**src/rtl/alu_pkg.sv**
```systemverilog
// Shared ALU control codes, legality check, arbiter FSM states and response record.
package alu_pkg;

  localparam logic [6:0] AluAdd  = 7'h1C;
  localparam logic [6:0] AluSub  = 7'h1D;
  localparam logic [6:0] AluSll  = 7'h1E;
  localparam logic [6:0] AluSlt  = 7'h1F;
  localparam logic [6:0] AluSltu = 7'h20;
  localparam logic [6:0] AluXor  = 7'h21;
  localparam logic [6:0] AluSrl  = 7'h22;
  localparam logic [6:0] AluSra  = 7'h23;
  localparam logic [6:0] AluOr   = 7'h24;
  localparam logic [6:0] AluAnd  = 7'h25;

  // Wide enough for the largest supported requester count (8).
  localparam int unsigned MaxIdW = 3;

  // Legal codes form one contiguous range.
  function automatic logic is_legal_op(logic [6:0] op);
    return (op >= AluAdd) && (op <= AluAnd);
  endfunction

  typedef enum logic [1:0] {
    StIdle,
    StExec,
    StResp
  } state_e;

  typedef struct packed {
    logic [MaxIdW-1:0] id;
    logic [31:0]       result;
    logic              zero;
    logic              overflow;
    logic              negative;
    logic              err;
  } rsp_t;

endpackage

```
**src/rtl/alu_arbiter_if.sv**
```systemverilog
// Request, ALU and response channels of the shared-ALU arbiter.
interface alu_arbiter_if #(
  parameter int NUM_REQ = 2,
  parameter int ID_W    = $clog2(NUM_REQ)
);

  logic [NUM_REQ-1:0]    req_valid;
  logic [NUM_REQ-1:0]    req_ready;
  logic [NUM_REQ*32-1:0] req_a;
  logic [NUM_REQ*32-1:0] req_b;
  logic [NUM_REQ*7-1:0]  req_op;

  logic [31:0] alu_a;
  logic [31:0] alu_b;
  logic [6:0]  alu_ctrl;
  logic [31:0] alu_result;
  logic        alu_zero;
  logic        alu_overflow;
  logic        alu_negative;

  logic            rsp_valid;
  logic            rsp_ready;
  logic [ID_W-1:0] rsp_id;
  logic [31:0]     rsp_result;
  logic            rsp_zero;
  logic            rsp_overflow;
  logic            rsp_negative;
  logic            rsp_err;

  // Requesters, ALU and response consumer together.
  modport master (
    output req_valid, req_a, req_b, req_op,
    input  req_ready,
    input  alu_a, alu_b, alu_ctrl,
    output alu_result, alu_zero, alu_overflow, alu_negative,
    input  rsp_valid, rsp_id, rsp_result, rsp_zero, rsp_overflow, rsp_negative, rsp_err,
    output rsp_ready
  );

  modport slave (
    input  req_valid, req_a, req_b, req_op,
    output req_ready,
    output alu_a, alu_b, alu_ctrl,
    input  alu_result, alu_zero, alu_overflow, alu_negative,
    output rsp_valid, rsp_id, rsp_result, rsp_zero, rsp_overflow, rsp_negative, rsp_err,
    input  rsp_ready
  );

endinterface

```
**src/rtl/rr_picker.sv**
```systemverilog
// Combinational round-robin selector: first set request at or after ptr, wrapping.
module rr_picker #(
  parameter int NUM_REQ = 2,
  parameter int ID_W    = $clog2(NUM_REQ)
) (
  input  logic [NUM_REQ-1:0] req,
  input  logic [ID_W-1:0]    ptr,
  output logic [NUM_REQ-1:0] grant,
  output logic [ID_W-1:0]    idx,
  output logic               any
);

  logic [ID_W-1:0] cand;

  always_comb begin
    grant = '0;
    idx   = '0;
    any   = 1'b0;
    cand  = '0;
    for (int i = 0; i < NUM_REQ; i++) begin
      cand = ID_W'((int'(ptr) + i) % NUM_REQ);
      if (!any && req[cand]) begin
        any         = 1'b1;
        grant[cand] = 1'b1;
        idx         = cand;
      end
    end
  end

endmodule

```
**src/rtl/alu_arbiter.sv**
```systemverilog
// Round-robin arbiter sharing one combinational ALU; one operation in flight at a time.
module alu_arbiter
  import alu_pkg::*;
#(
  parameter int NUM_REQ = 2,
  parameter int ID_W    = $clog2(NUM_REQ)
) (
  input logic         clk,
  input logic         rst,
  alu_arbiter_if.slave bus
);

  state_e state_q, state_d;

  logic [ID_W-1:0]    rr_ptr_q, rr_ptr_next;
  logic [NUM_REQ-1:0] grant;
  logic [ID_W-1:0]    grant_idx;
  logic               grant_any;
  logic               accept;

  logic [31:0] alu_a_q, alu_b_q;
  logic [6:0]  alu_ctrl_q;
  rsp_t        rsp_q;

  logic [31:0] a_arr  [NUM_REQ];
  logic [31:0] b_arr  [NUM_REQ];
  logic [6:0]  op_arr [NUM_REQ];

  for (genvar i = 0; i < NUM_REQ; i++) begin : g_unpack
    assign a_arr[i]  = bus.req_a[32*i +: 32];
    assign b_arr[i]  = bus.req_b[32*i +: 32];
    assign op_arr[i] = bus.req_op[7*i +: 7];
  end

  rr_picker #(
    .NUM_REQ (NUM_REQ),
    .ID_W    (ID_W)
  ) u_picker (
    .req   (bus.req_valid),
    .ptr   (rr_ptr_q),
    .grant (grant),
    .idx   (grant_idx),
    .any   (grant_any)
  );

  always_comb begin
    state_d = state_q;
    accept  = 1'b0;
    unique case (state_q)
      StIdle: begin
        // No grant while reset is held, even though the FSM already sits in idle.
        if (grant_any && !rst) begin
          accept  = 1'b1;
          state_d = StExec;
        end
      end
      StExec:  state_d = StResp;
      StResp: begin
        if (bus.rsp_ready) state_d = StIdle;
      end
      default: state_d = StIdle;
    endcase
  end

  assign rr_ptr_next = (int'(grant_idx) == NUM_REQ - 1) ? '0 : grant_idx + ID_W'(1);

  always_ff @(posedge clk) begin
    if (rst) begin
      state_q    <= StIdle;
      rr_ptr_q   <= '0;
      alu_a_q    <= '0;
      alu_b_q    <= '0;
      alu_ctrl_q <= AluAdd;
      rsp_q      <= '0;
    end else begin
      state_q <= state_d;
      if (accept) begin
        alu_a_q    <= a_arr[grant_idx];
        alu_b_q    <= b_arr[grant_idx];
        alu_ctrl_q <= op_arr[grant_idx];
        rsp_q.id   <= MaxIdW'(grant_idx);
        rr_ptr_q   <= rr_ptr_next;
      end
      if (state_q == StExec) begin
        rsp_q.result   <= bus.alu_result;
        rsp_q.zero     <= bus.alu_zero;
        rsp_q.overflow <= bus.alu_overflow;
        rsp_q.negative <= bus.alu_negative;
        rsp_q.err      <= !is_legal_op(alu_ctrl_q);
      end
    end
  end

  assign bus.req_ready    = accept ? grant : '0;
  assign bus.alu_a        = alu_a_q;
  assign bus.alu_b        = alu_b_q;
  assign bus.alu_ctrl     = alu_ctrl_q;
  assign bus.rsp_valid    = (state_q == StResp);
  assign bus.rsp_id       = ID_W'(rsp_q.id);
  assign bus.rsp_result   = rsp_q.result;
  assign bus.rsp_zero     = rsp_q.zero;
  assign bus.rsp_overflow = rsp_q.overflow;
  assign bus.rsp_negative = rsp_q.negative;
  assign bus.rsp_err      = rsp_q.err;

endmodule

```
**src/flat_wrapper.sv**
```systemverilog
// flat-port wrapper written by rule: the top's interface ports become plain ports
module alu_arbiter_flat import alu_pkg::*;
#(
  parameter int NUM_REQ = 2,
  parameter int ID_W    = $clog2(NUM_REQ)
)
  (clk, rst, bus_req_valid, bus_req_a, bus_req_b, bus_req_op, bus_req_ready, bus_alu_a, bus_alu_b, bus_alu_ctrl, bus_alu_result, bus_alu_zero, bus_alu_overflow, bus_alu_negative, bus_rsp_valid, bus_rsp_id, bus_rsp_result, bus_rsp_zero, bus_rsp_overflow, bus_rsp_negative, bus_rsp_err, bus_rsp_ready);
  alu_arbiter_if #(.NUM_REQ(NUM_REQ), .ID_W(ID_W)) bus_i ();
  input logic clk;
  input logic rst;
  input wire logic [$bits(bus_i.req_valid)-1:0] bus_req_valid;
  input wire logic [$bits(bus_i.req_a)-1:0] bus_req_a;
  input wire logic [$bits(bus_i.req_b)-1:0] bus_req_b;
  input wire logic [$bits(bus_i.req_op)-1:0] bus_req_op;
  output wire logic [$bits(bus_i.req_ready)-1:0] bus_req_ready;
  output wire logic [$bits(bus_i.alu_a)-1:0] bus_alu_a;
  output wire logic [$bits(bus_i.alu_b)-1:0] bus_alu_b;
  output wire logic [$bits(bus_i.alu_ctrl)-1:0] bus_alu_ctrl;
  input wire logic [$bits(bus_i.alu_result)-1:0] bus_alu_result;
  input wire logic [$bits(bus_i.alu_zero)-1:0] bus_alu_zero;
  input wire logic [$bits(bus_i.alu_overflow)-1:0] bus_alu_overflow;
  input wire logic [$bits(bus_i.alu_negative)-1:0] bus_alu_negative;
  output wire logic [$bits(bus_i.rsp_valid)-1:0] bus_rsp_valid;
  output wire logic [$bits(bus_i.rsp_id)-1:0] bus_rsp_id;
  output wire logic [$bits(bus_i.rsp_result)-1:0] bus_rsp_result;
  output wire logic [$bits(bus_i.rsp_zero)-1:0] bus_rsp_zero;
  output wire logic [$bits(bus_i.rsp_overflow)-1:0] bus_rsp_overflow;
  output wire logic [$bits(bus_i.rsp_negative)-1:0] bus_rsp_negative;
  output wire logic [$bits(bus_i.rsp_err)-1:0] bus_rsp_err;
  input wire logic [$bits(bus_i.rsp_ready)-1:0] bus_rsp_ready;
  assign bus_i.req_valid = bus_req_valid;
  assign bus_i.req_a = bus_req_a;
  assign bus_i.req_b = bus_req_b;
  assign bus_i.req_op = bus_req_op;
  assign bus_req_ready = bus_i.req_ready;
  assign bus_alu_a = bus_i.alu_a;
  assign bus_alu_b = bus_i.alu_b;
  assign bus_alu_ctrl = bus_i.alu_ctrl;
  assign bus_i.alu_result = bus_alu_result;
  assign bus_i.alu_zero = bus_alu_zero;
  assign bus_i.alu_overflow = bus_alu_overflow;
  assign bus_i.alu_negative = bus_alu_negative;
  assign bus_rsp_valid = bus_i.rsp_valid;
  assign bus_rsp_id = bus_i.rsp_id;
  assign bus_rsp_result = bus_i.rsp_result;
  assign bus_rsp_zero = bus_i.rsp_zero;
  assign bus_rsp_overflow = bus_i.rsp_overflow;
  assign bus_rsp_negative = bus_i.rsp_negative;
  assign bus_rsp_err = bus_i.rsp_err;
  assign bus_i.rsp_ready = bus_rsp_ready;
  alu_arbiter #(.NUM_REQ(NUM_REQ), .ID_W(ID_W)) u_core (.clk(clk), .rst(rst), .bus(bus_i));
endmodule
```
**config.mk**
```make
export PLATFORM = sky130hd
export DESIGN_NAME = alu_arbiter_flat
export DESIGN_NICKNAME = d
export VERILOG_FILES = /design/src/rtl/alu_pkg.sv /design/src/rtl/alu_arbiter_if.sv /design/src/rtl/rr_picker.sv /design/src/rtl/alu_arbiter.sv /design/src/flat_wrapper.sv
export SDC_FILE = /design/constraint.sdc
export NUM_CORES = 1
export LEC_CHECK = 0
export ABC_AREA = 1
export CAP_MARGIN = 20
export CORE_MARGIN = 4
export CORE_UTILIZATION = 38
export DETAILED_ROUTE_END_ITERATION = 8
export GPL_TIMING_DRIVEN = 0
export PLACE_DENSITY = 0.81
export SLEW_MARGIN = 20
export SYNTH_ARGS = -nofsm -noshare
export SYNTH_HDL_FRONTEND = slang
export SYNTH_SLANG_ARGS = --single-unit
```
**constraint.sdc**
```tcl
create_clock -name clk -period 1.3 [get_ports clk]
set_input_delay 0.13 -clock clk [delete_from_list [all_inputs] [get_ports clk]]
set_output_delay 0.13 -clock clk [all_outputs]
set_load 0.02 [all_outputs]
```
# ---- Word level (Yosys, flattened, before mapping)
# Index checks and enable logic that the tools add are counted.
dict set report totals {
  inputBits 182
  word_cells 66
  output_inout_bits 111
  regBits 111
}
dict set report op_classes {
  n_lt_le_gt_ge 7
  n_bitwise 2
  add_sub_neg 2
  n_eq_ne 4
  reduce_logical 10
  mux 30
}
# cell count
set op_table {}
lappend op_table {{$mux W32} 6}
lappend op_table {{$mux W7} 3}
lappend op_table {{$mux W1} 13}
lappend op_table {{$mux W2} 5}
lappend op_table {{$ge A7 B5 Y1 const B} 1}
lappend op_table {{$le A7 B6 Y1 const B} 1}
lappend op_table {{$pmux W2 S3} 1}
lappend op_table {{$logic_and A1 B1 Y1} 5}
lappend op_table {{$lt A1 B2 Y1 const B} 2}
lappend op_table {{$ne A2 B1 Y1 const B} 2}
lappend op_table {{$logic_not A1 Y1} 3}
lappend op_table {{$add A1 B1 Y1 const B} 2}
lappend op_table {{$demux W1 S1} 2}
lappend op_table {{$eq A2 B1 Y1 const B} 1}
lappend op_table {{$eq A2 B2 Y1 const B} 1}
lappend op_table {{$ge A1 B1 Y1 const B} 2}
lappend op_table {{$ge A2 B2 Y1 const B} 1}
lappend op_table {{$logic_not A2 Y1} 1}
lappend op_table {{$not A1 Y2} 1}
lappend op_table {{$or A2 B2 Y2} 1}
lappend op_table {{$reduce_and A2 Y1} 1}

# ---- Depth between registers and ports, before layout
# Gate-level depths: netlist (run 1).
dict set report logic_depth {
  ltp_word 10
  depth_mapped 8
  mapped_depth_nobuf 7
}

# ---- Cells and area by module
# Synthesis (run 1) repeated with hierarchy kept, for this count alone.
dict set report hier_totals {
  cells_unflattened 744
  area_unflattened_um2 4877.2
}
# mod area_per_inst_um2 instances cells_per_inst seq_area_each_um2
set by_module_without_submodules {}
lappend by_module_without_submodules {alu_arbiter 4822.1 1 730 2222.1}
lappend by_module_without_submodules {rr_picker 55.1 1 14 0.0}

# ---- Least setup slack after synthesis (run 1)
# OpenSTA, ideal clock, no wires.
dict set report synth_path {
  path_kind {register to register}
  start {register u_core.rr_ptr_q}
  end {register u_core.alu_ctrl_q[2] (netlist: u_core.bus.alu_ctrl[2])}
  required_time_ps 1238
  setup_time_ps 62
  synth_period_minus_slack_ps 1254
  setup_slack_ps 46
  arrival_time_ps 1192
  stages_incl_launch_ff 9
  path_buffers 1
  cell_sequence {dfxtp_1 > inv_1 > nand2_2 > nand2_2 > buf_2 > inv_2 > nor2_2 > nand2_1 > nand3_1}
}
dict set report synth_between {
  elab_chain_cells 10
  word_cells_on_any_way 18
  cone_classes {add/sub: 1; mux: 13; bitwise: 1; reduce/logical: 3}
}
# item line
set synth_rtl {}
lappend synth_rtl {{from (decl)} alu_arbiter.sv:15} ;# logic [ID_W-1:0] rr_ptr_q, rr_ptr_next;
lappend synth_rtl {{from (signal assigned)} alu_arbiter.sv:82} ;# rr_ptr_q <= rr_ptr_next;
lappend synth_rtl {{$mux W1 (not written as such) (2 in series)} rr_picker.sv:22} ;# if (!any && req[cand]) begin
lappend synth_rtl {{$mux W1} rr_picker.sv:22}
lappend synth_rtl {{$logic_not A1 Y1} rr_picker.sv:22}
lappend synth_rtl {{$logic_and A1 B1 Y1} rr_picker.sv:22}
lappend synth_rtl {{$mux W1} rr_picker.sv:22}
lappend synth_rtl {{$not A1 Y2 (not written as such)} alu_arbiter.sv:80} ;# alu_ctrl_q <= op_arr[grant_idx];
lappend synth_rtl {{$mux W7 (not written as such) (3 in series)} alu_arbiter.sv:80}
lappend synth_rtl {{to (signal assigned)} alu_arbiter.sv:73} ;# alu_ctrl_q <= AluAdd;
lappend synth_rtl {{to (signal assigned)} alu_arbiter.sv:80}
lappend synth_rtl {{to (decl)} alu_arbiter.sv:22} ;# logic [6:0] alu_ctrl_q;
# Parallel ways exist; a longest one is shown, timed or not. The select of a mux whose other input is x is not followed.
# A chain may end at the register's enable or synchronous reset.

# ---- Worst setup path in the final report (run 1)
dict set report layout_path {
  start {register u_core.state_q[1]}
  end {output port bus_req_ready[1]}
}
dict set report layout_between {
  elab_chain_cells 3
}
# item line
set layout_rtl {}
lappend layout_rtl {{from (decl)} alu_arbiter.sv:13} ;# state_e state_q, state_d;
lappend layout_rtl {{from (signal assigned)} alu_arbiter.sv:69} ;# state_q <= StIdle;
lappend layout_rtl {{from (signal assigned)} alu_arbiter.sv:76} ;# state_q <= state_d;
lappend layout_rtl {{$logic_not A2 Y1} alu_arbiter.sv:49} ;# unique case (state_q)
lappend layout_rtl {{$mux W1} alu_arbiter.sv:49}
lappend layout_rtl {{$mux W2} alu_arbiter.sv:94} ;# assign bus.req_ready = accept ? grant : '0;
lappend layout_rtl {{to (decl)} flat_wrapper.sv:15} ;# output wire logic [$bits(bus_i.req_ready)-1:0] bus_req_ready;
# No other way between the ends.

==> reports/qor.csv, run 1 <==
metric;value;unit
max_slew.worst_pin.slew;0.629;ns
vdd.ir_drop.worst;673;µV
period_needed;1.42;ns
viasPerCell;4.74;
num_vias;5811;
yosys.area.top_type;dfxtp_1;
synth_flop_cell;dfxtp_1;
n_fill_cell;1142;
drv.max_cap_violation_count;0;
io_pins;293;
fin_nets;1231;
grt_pass1_vias;5451;
cts_tree;yes;
cts_inserted_buffers;9;
cp.arrival;1.29;ns
ff2ff_path_depth;9;
chipWidth;121;µm
root_buffer;clkbuf_16;
synth.most_common_cell;nand2_1;
syn_inst;729;
seqCellArea;0.00223;mm²
synth-seq-area-share;45.5;%
fp.coreArea;0.0126;mm²
synthDistinctLibCells;16;
clk_pin_slew;0.08;ns
rows;41;
antenna_found_initial;1;
slowest_stage;dfxtp_2;
setup_ws;-0.119;ns
cts_num_sinks;111;
routedWlPerCell;15.1;µm
startpoint_type;flop;
crit_chain;inv_2, nand2_2, inv_2, nand2_2, buf_12, nor2_4, buf_6;
cp_max_fo;4;
htree_levels;3;
dieArea;0.0147;mm²
synth_warnings;0;
grt_max_degree;20;
rsz0062_at_grt;true;
hold_start;bus_alu_result[9];
slew_viol_final;0;
track_usage;23.4;%
multiInputGateArea;0.00239;mm²
clkLatencyLatePin;0.36;ns
remaining_drc_errors;0;
synth_enable_flop_cells;0;
max_slew_margin;58.1;%
synthDominantCellAreaShare;45.5;%
startpoint;u_core.state_q[1];
async_reset_ff_share;0;%
gp_congestion;0.862;
avgSynthCellArea;6.70;µm²
cp_data_required_time;1.17;ns
area_growth;76.8;%
first_pass_iters;5;
r2r_slack;0;ns
finalHoldViolations;0;
max_freq;705;MHz
end_kind;output port;
grt_pass1_wl;27400;µm
synth_commonest_cells;nand2_1, dfxtp_1, a21oi_1, nand3_1, buf_2;
cts_buffer_depth;2;
fin_crit_sh;109;%
overflow;0;
die_h;121;µm
layout-drive-gt1-share;10.9;%
ys_ff_latch;111;
power_leakage;4.03;nW
violations;negative setup slack;
hp-class;input pin to flop;
ant_nets;0;
finalSetupViolCount;2;
synth_area_leaders;dfxtp_1, nand2_1, a21oi_1, nand3_1, buf_2;
finalWirelength;18600;µm
place_area;0.00801;mm²
synthesis.area;0.00488;mm²
start_util;38.7;%
path_class;flop to output port;
r2r-start;u_core.state_q[1];
port_buffers;291;
p_per_area;1040;mW/mm²
endpoint;bus_req_ready[1];
fin_tns_setup;-0.219;ns
drt-initial-drc-count;363;
outcome;finished, violations left;
fin_skew;0.00698;ns
r2r-end;u_core.bus.alu_ctrl[2];
design_area;0.00864;mm²
syn-num-nets;911;
post-route-util;68.4;%
slowest_delay;0.32;ns
place_hpwl;14100;µm
-- layout make-up --
class                      count  area share (%)
timing repair buffer         310            34.5
sequential                   111            25.8
clock inverter                 5           0.493
multi-input combinational    552            27.7
buffer                        54            5.51
clock buffer                  11            2.69
inverter                      10           0.652
tap                          172            2.49
timing repair inverter         1           0.101
antenna                        1          0.0290
-- power breakdown --
| part | internal [W] | switching [W] |
|---|---|---|
| sequential | 0.00364 | 0.000122 |
| clock | 0.00132 | 0.00132 |
| combinational | 0.00127 | 0.00129 |
| total | 0.00622 | 0.00273 |
-- cells in the final DEF, fill, tap and decap left out, types with 9 or more instances in the layout --
cell type / synthesis / layout
nor2_1: 9 / 9
dfxtp_1: 111 / 108
a21oi_2: 0 / 10
clkbuf_2: 0 / 13
buf_4: 3 / 17
dlygate4sd2_1: 0 / 107
buf_6: 8 / 16
a21oi_1: 107 / 96
nand3_1: 73 / 72
clkdlybuf4s50_1: 0 / 179
nand2_1: 356 / 355
clkbuf_16: 0 / 12
buf_8: 0 / 9
-- critical path, delay by kind of cell (launching register included) --
| family | cells | cell delay [ns] |
|---|---|---|
| flip-flops | 1 | 0.32 |
| buffers and inverters | 4 | 0.39 |
| AND/OR/NAND/NOR | 3 | 0.23 |
-- timing repair --
item / CTS / global route
endpoints found under the setup margin: 220 / 108
gates cloned: 0 / 4
hold endpoints to repair: 0 / 0
setup buffers: 11 / 6
resized for setup: 163 / 85
hold buffers: 0 / 0
pin swaps: 5 / 16
-- state kept, by name, indices dropped and copies added, names as in the netlist --
name and cells:
u_core.bus.alu_b 32, u_core.state_q 2, u_core.bus.alu_ctrl 7, u_core.bus.rsp_overflow 1, u_core.bus.rsp_negative 1, u_core.rr_ptr_q 1, u_core.bus.rsp_result 32, u_core.bus.rsp_id 1
u_core.bus.rsp_err 1, u_core.bus.rsp_zero 1, u_core.bus.alu_a 32
-- layer usage --
metal	vias to the layer above	global-route usage [%]	share of wire (%)
met5	-	0	0
met4	0	8.54	2.3
met3	27	5.45	7.3
met2	195	41.2	50
met1	2613	27.6	41
li1	2976	-	-
-- worst min-delay path by stage --
stage	to	slack, ns	cells past startpoint
after floorplan	u_core.bus.alu_ctrl[2]	0.26	2
after global placement	u_core.bus.alu_a[16]	0.45	2
after detailed placement	u_core.bus.alu_b[7]	0.45	2
after CTS	u_core.bus.rsp_result[31]	0.31	3
after global routing	u_core.bus.rsp_result[1]	0.34	3
final	u_core.bus.rsp_result[9]	0.32	3
-- cell families after synthesis --
family	after synthesis	synth area share (%)
simple gates	443	36.2
flops	111	45.5
compound gates	109	11.3
buf+inv	66	7.07
-- metrics by stage --
stage | power [W] | hold slack, ns | cells | worst slack, ns
floorplan | 0.00498 | 0.256 | 729 | 0.0461
global placement | 0.00625 | 0.448 | 1192 | -0.981
detailed placement | 0.00628 | 0.453 | 1192 | -0.968
CTS | 0.00883 | 0.312 | 1217 | -0.157
global route | 0.00936 | 0.337 | 1227 | -0.184
finish | 0.00895 | 0.318 | 1227 | -0.119
No activity file was read; power rests on OpenSTA's default activity.
==> run 2, diff against run 1 <==
--- a/config.mk
+++ b/config.mk
@@ -5,10 +5,9 @@
 export SDC_FILE = /design/constraint.sdc
 export NUM_CORES = 1
 export LEC_CHECK = 0
-export ABC_AREA = 1
 export CAP_MARGIN = 20
 export CORE_MARGIN = 4
-export CORE_UTILIZATION = 38
+export CORE_UTILIZATION = 39
 export DETAILED_ROUTE_END_ITERATION = 8
 export GPL_TIMING_DRIVEN = 0
 export PLACE_DENSITY = 0.81
==> reports/qor.csv, run 2 <==
metric;value;unit
r2r-start;u_core.state_q[0];
wl_met3;1610;µm
synth_commonest_cells;dfxtp_1, a21oi_1, nand2_1, nand3_1;
synthDistinctLibCells;28;
synthDominantCellAreaShare;41.6;%
start_util;40.0;%
outcome;finished, violations left;
synth-seq-area-share;41.6;%
hold_slack;0.319;ns
final_common_cell;clkdlybuf4s50_1;
fin_tns_setup;-12.08;ns
synth_warnings;0;
drt-initial-drc-count;302;
rsz0062_at_grt;true;
fin_skew;0.00517;ns
track_usage;25.4;%
gp_congestion;0.854;
cts_hold_buffers;0;
routedWlPerCell;19.3;µm
finalWirelength;21200;µm
setup_ws;-0.254;ns
finalHoldViolations;0;
worstHoldEndpoint;u_core.bus.rsp_result[8];
met1Wirelength;8620;µm
synth_flop_cell;dfxtp_1;
cts_buffer_depth;2;
n_fill_cell;1126;
yosys.area.top_type;dfxtp_1;
htree_levels;3;
finalSetupViolCount;70;
synth.most_common_cell;dfxtp_1;
chipWidth;125;µm
overflow;0;
fp.coreArea;0.0133;mm²
cp_max_fo;2;
antenna_found_initial;0;
max_freq;643;MHz
violations;negative setup slack;
ff2ff_path_depth;7;
synth_area_leaders;dfxtp_1, a311oi_2, a21oi_1, nand3_1, o21ai_0;
io_pins;293;
r2r_slack;-0.25;ns
area_growth;73.0;%
multiInputGateArea;0.00280;mm²
path_class;flop to output port;
grt_pass1_vias;5963;
root_buffer;clkbuf_16;
period_needed;1.55;ns
place_area;0.00847;mm²
fin_crit_sh;120;%
synth_enable_flop_cells;0;
remaining_drc_errors;0;
async_reset_ff_share;0;%
ant_nets;0;
p_per_area;1090;mW/mm²
cp.arrival;1.42;ns
vdd.ir_drop.worst;703;µV
num_vias;6012;
r2r-end;u_core.bus.alu_b[10];
cts_tree;yes;
clk_pin_slew;0.07;ns
cp_data_required_time;1.17;ns
final_cell_mix;clkdlybuf4s50_1, dlygate4sd2_1, dfxtp_1;
viasPerCell;5.47;
fin_nets;1100;
cts_num_sinks;111;
startpoint_type;flop;
synthesis.area;0.00534;mm²
ys_ff_latch;111;
syn-num-nets;778;
max_slew_margin;50.4;%
grt_pass1_wl;32200;µm
dieArea;0.0156;mm²
place_hpwl;15600;µm
max_slew.worst_pin.slew;0.743;ns
drv.max_cap_violation_count;0;
rows;42;
seqCellArea;0.00223;mm²
pre_cts_ws;-1.07;ns
hp-class;input pin to flop;
design_area;0.00924;mm²
first_pass_iters;5;
clkLatencyLatePin;0.36;ns
port_buffers;291;
highest_layer;met4;
cts_inserted_buffers;9;
die_h;125;µm
layout-drive-gt1-share;19.5;%
hold_start;bus_alu_result[8];
grt_max_degree;18;
min_path_cells;3;
syn_inst;596;
end_kind;output port;
diodes;0;
slew_viol_final;0;
avgSynthCellArea;8.96;µm²
power_leakage;3.65;nW
route.met2.wl;10300;µm
[run 2: cell count changes after synthesis, moves of 4 or more]
| cell | previous run | this run |
|---|---|---|
| nand2_1 | 356 | 70 |
| inv_1 | 7 | 3 |
| o21ai_0 | 0 | 68 |
| nor2_1 | 9 | 3 |
| clkbuf_1 | 20 | 30 |
| nand3_1 | 73 | 69 |
| buf_2 | 21 | 31 |
| a311oi_2 | 0 | 68 |
[run 2: area by class of cell]
class	count	area share, %
Clock inverter	4	0.569
Timing Repair Buffer	311	32.9
Buffer	74	6.77
Inverter	4	0.244
Sequential cell	111	24.1
Tap cell	176	2.38
Multi-Input combinational cell	407	30.3
Clock buffer	12	2.78
[run 2: metal layers]
| metal | vias up | global-route usage, % |
|---|---|---|
| met5 | - | 0 |
| met3 | 53 | 6.74 |
| met1 | 2818 | 29.6 |
| met2 | 291 | 44.1 |
| met4 | 0 | 10.6 |
| li1 | 2850 | - |
[run 2: power by group]
part	internal (W)	switching, W	total (W)
registers	0.00370	0.000173	0.00388
logic	0.00159	0.00167	0.00326
clock network	0.00161	0.00132	0.00294
[run 2: worst max path at each step]
| stage | startpoint | end | slack (ns) | cells past startpoint |
|---|---|---|---|---|
| after floorplan | u_core.state_q[1] | u_core.rr_ptr_q | -0.001 | 5 |
| after global placement | bus_req_valid[0] | bus_req_ready[1] | -1.05 | 7 |
| after detailed placement | bus_req_valid[0] | bus_req_ready[1] | -1.07 | 7 |
| after CTS | u_core.state_q[0] | bus_req_ready[1] | -0.27 | 6 |
| after global routing | u_core.state_q[0] | bus_req_ready[1] | -0.31 | 6 |
| final | u_core.state_q[0] | bus_req_ready[1] | -0.25 | 6 |
[run 2: critical path, stage by stage, from the launching register on]
cell and delay [ns]:
dfxtp_4 0.35, nor3_4 0.20, buf_6 0.14, buf_8 0.09, nand3_4 0.07, inv_2 0.09, buf_6 0.12
[run 2: per-stage QoR]
stage	instances	power, W	util, %
detailed placement	1063	0.00704	63.5
floorplan	596	0.00553	-
global placement	1063	0.00701	63.5
finish	1099	0.0101	69.2
CTS	1094	0.00996	67.6
global route	1099	0.0105	69.2
[run 2: what timing repair did]
action,CTS,global route
gates cloned,3,4
endpoints found under the setup margin,221,110
hold endpoints to repair,0,0
gates resized for setup,200,48
setup buffers,12,2
pin swaps,9,22
[run 2: logic make-up after synthesis]
family	after synthesis	share of synthesized area, %
compound gates	255	37.5
simple gates	152	13.1
flops	111	41.6
buf+inv	78	7.80
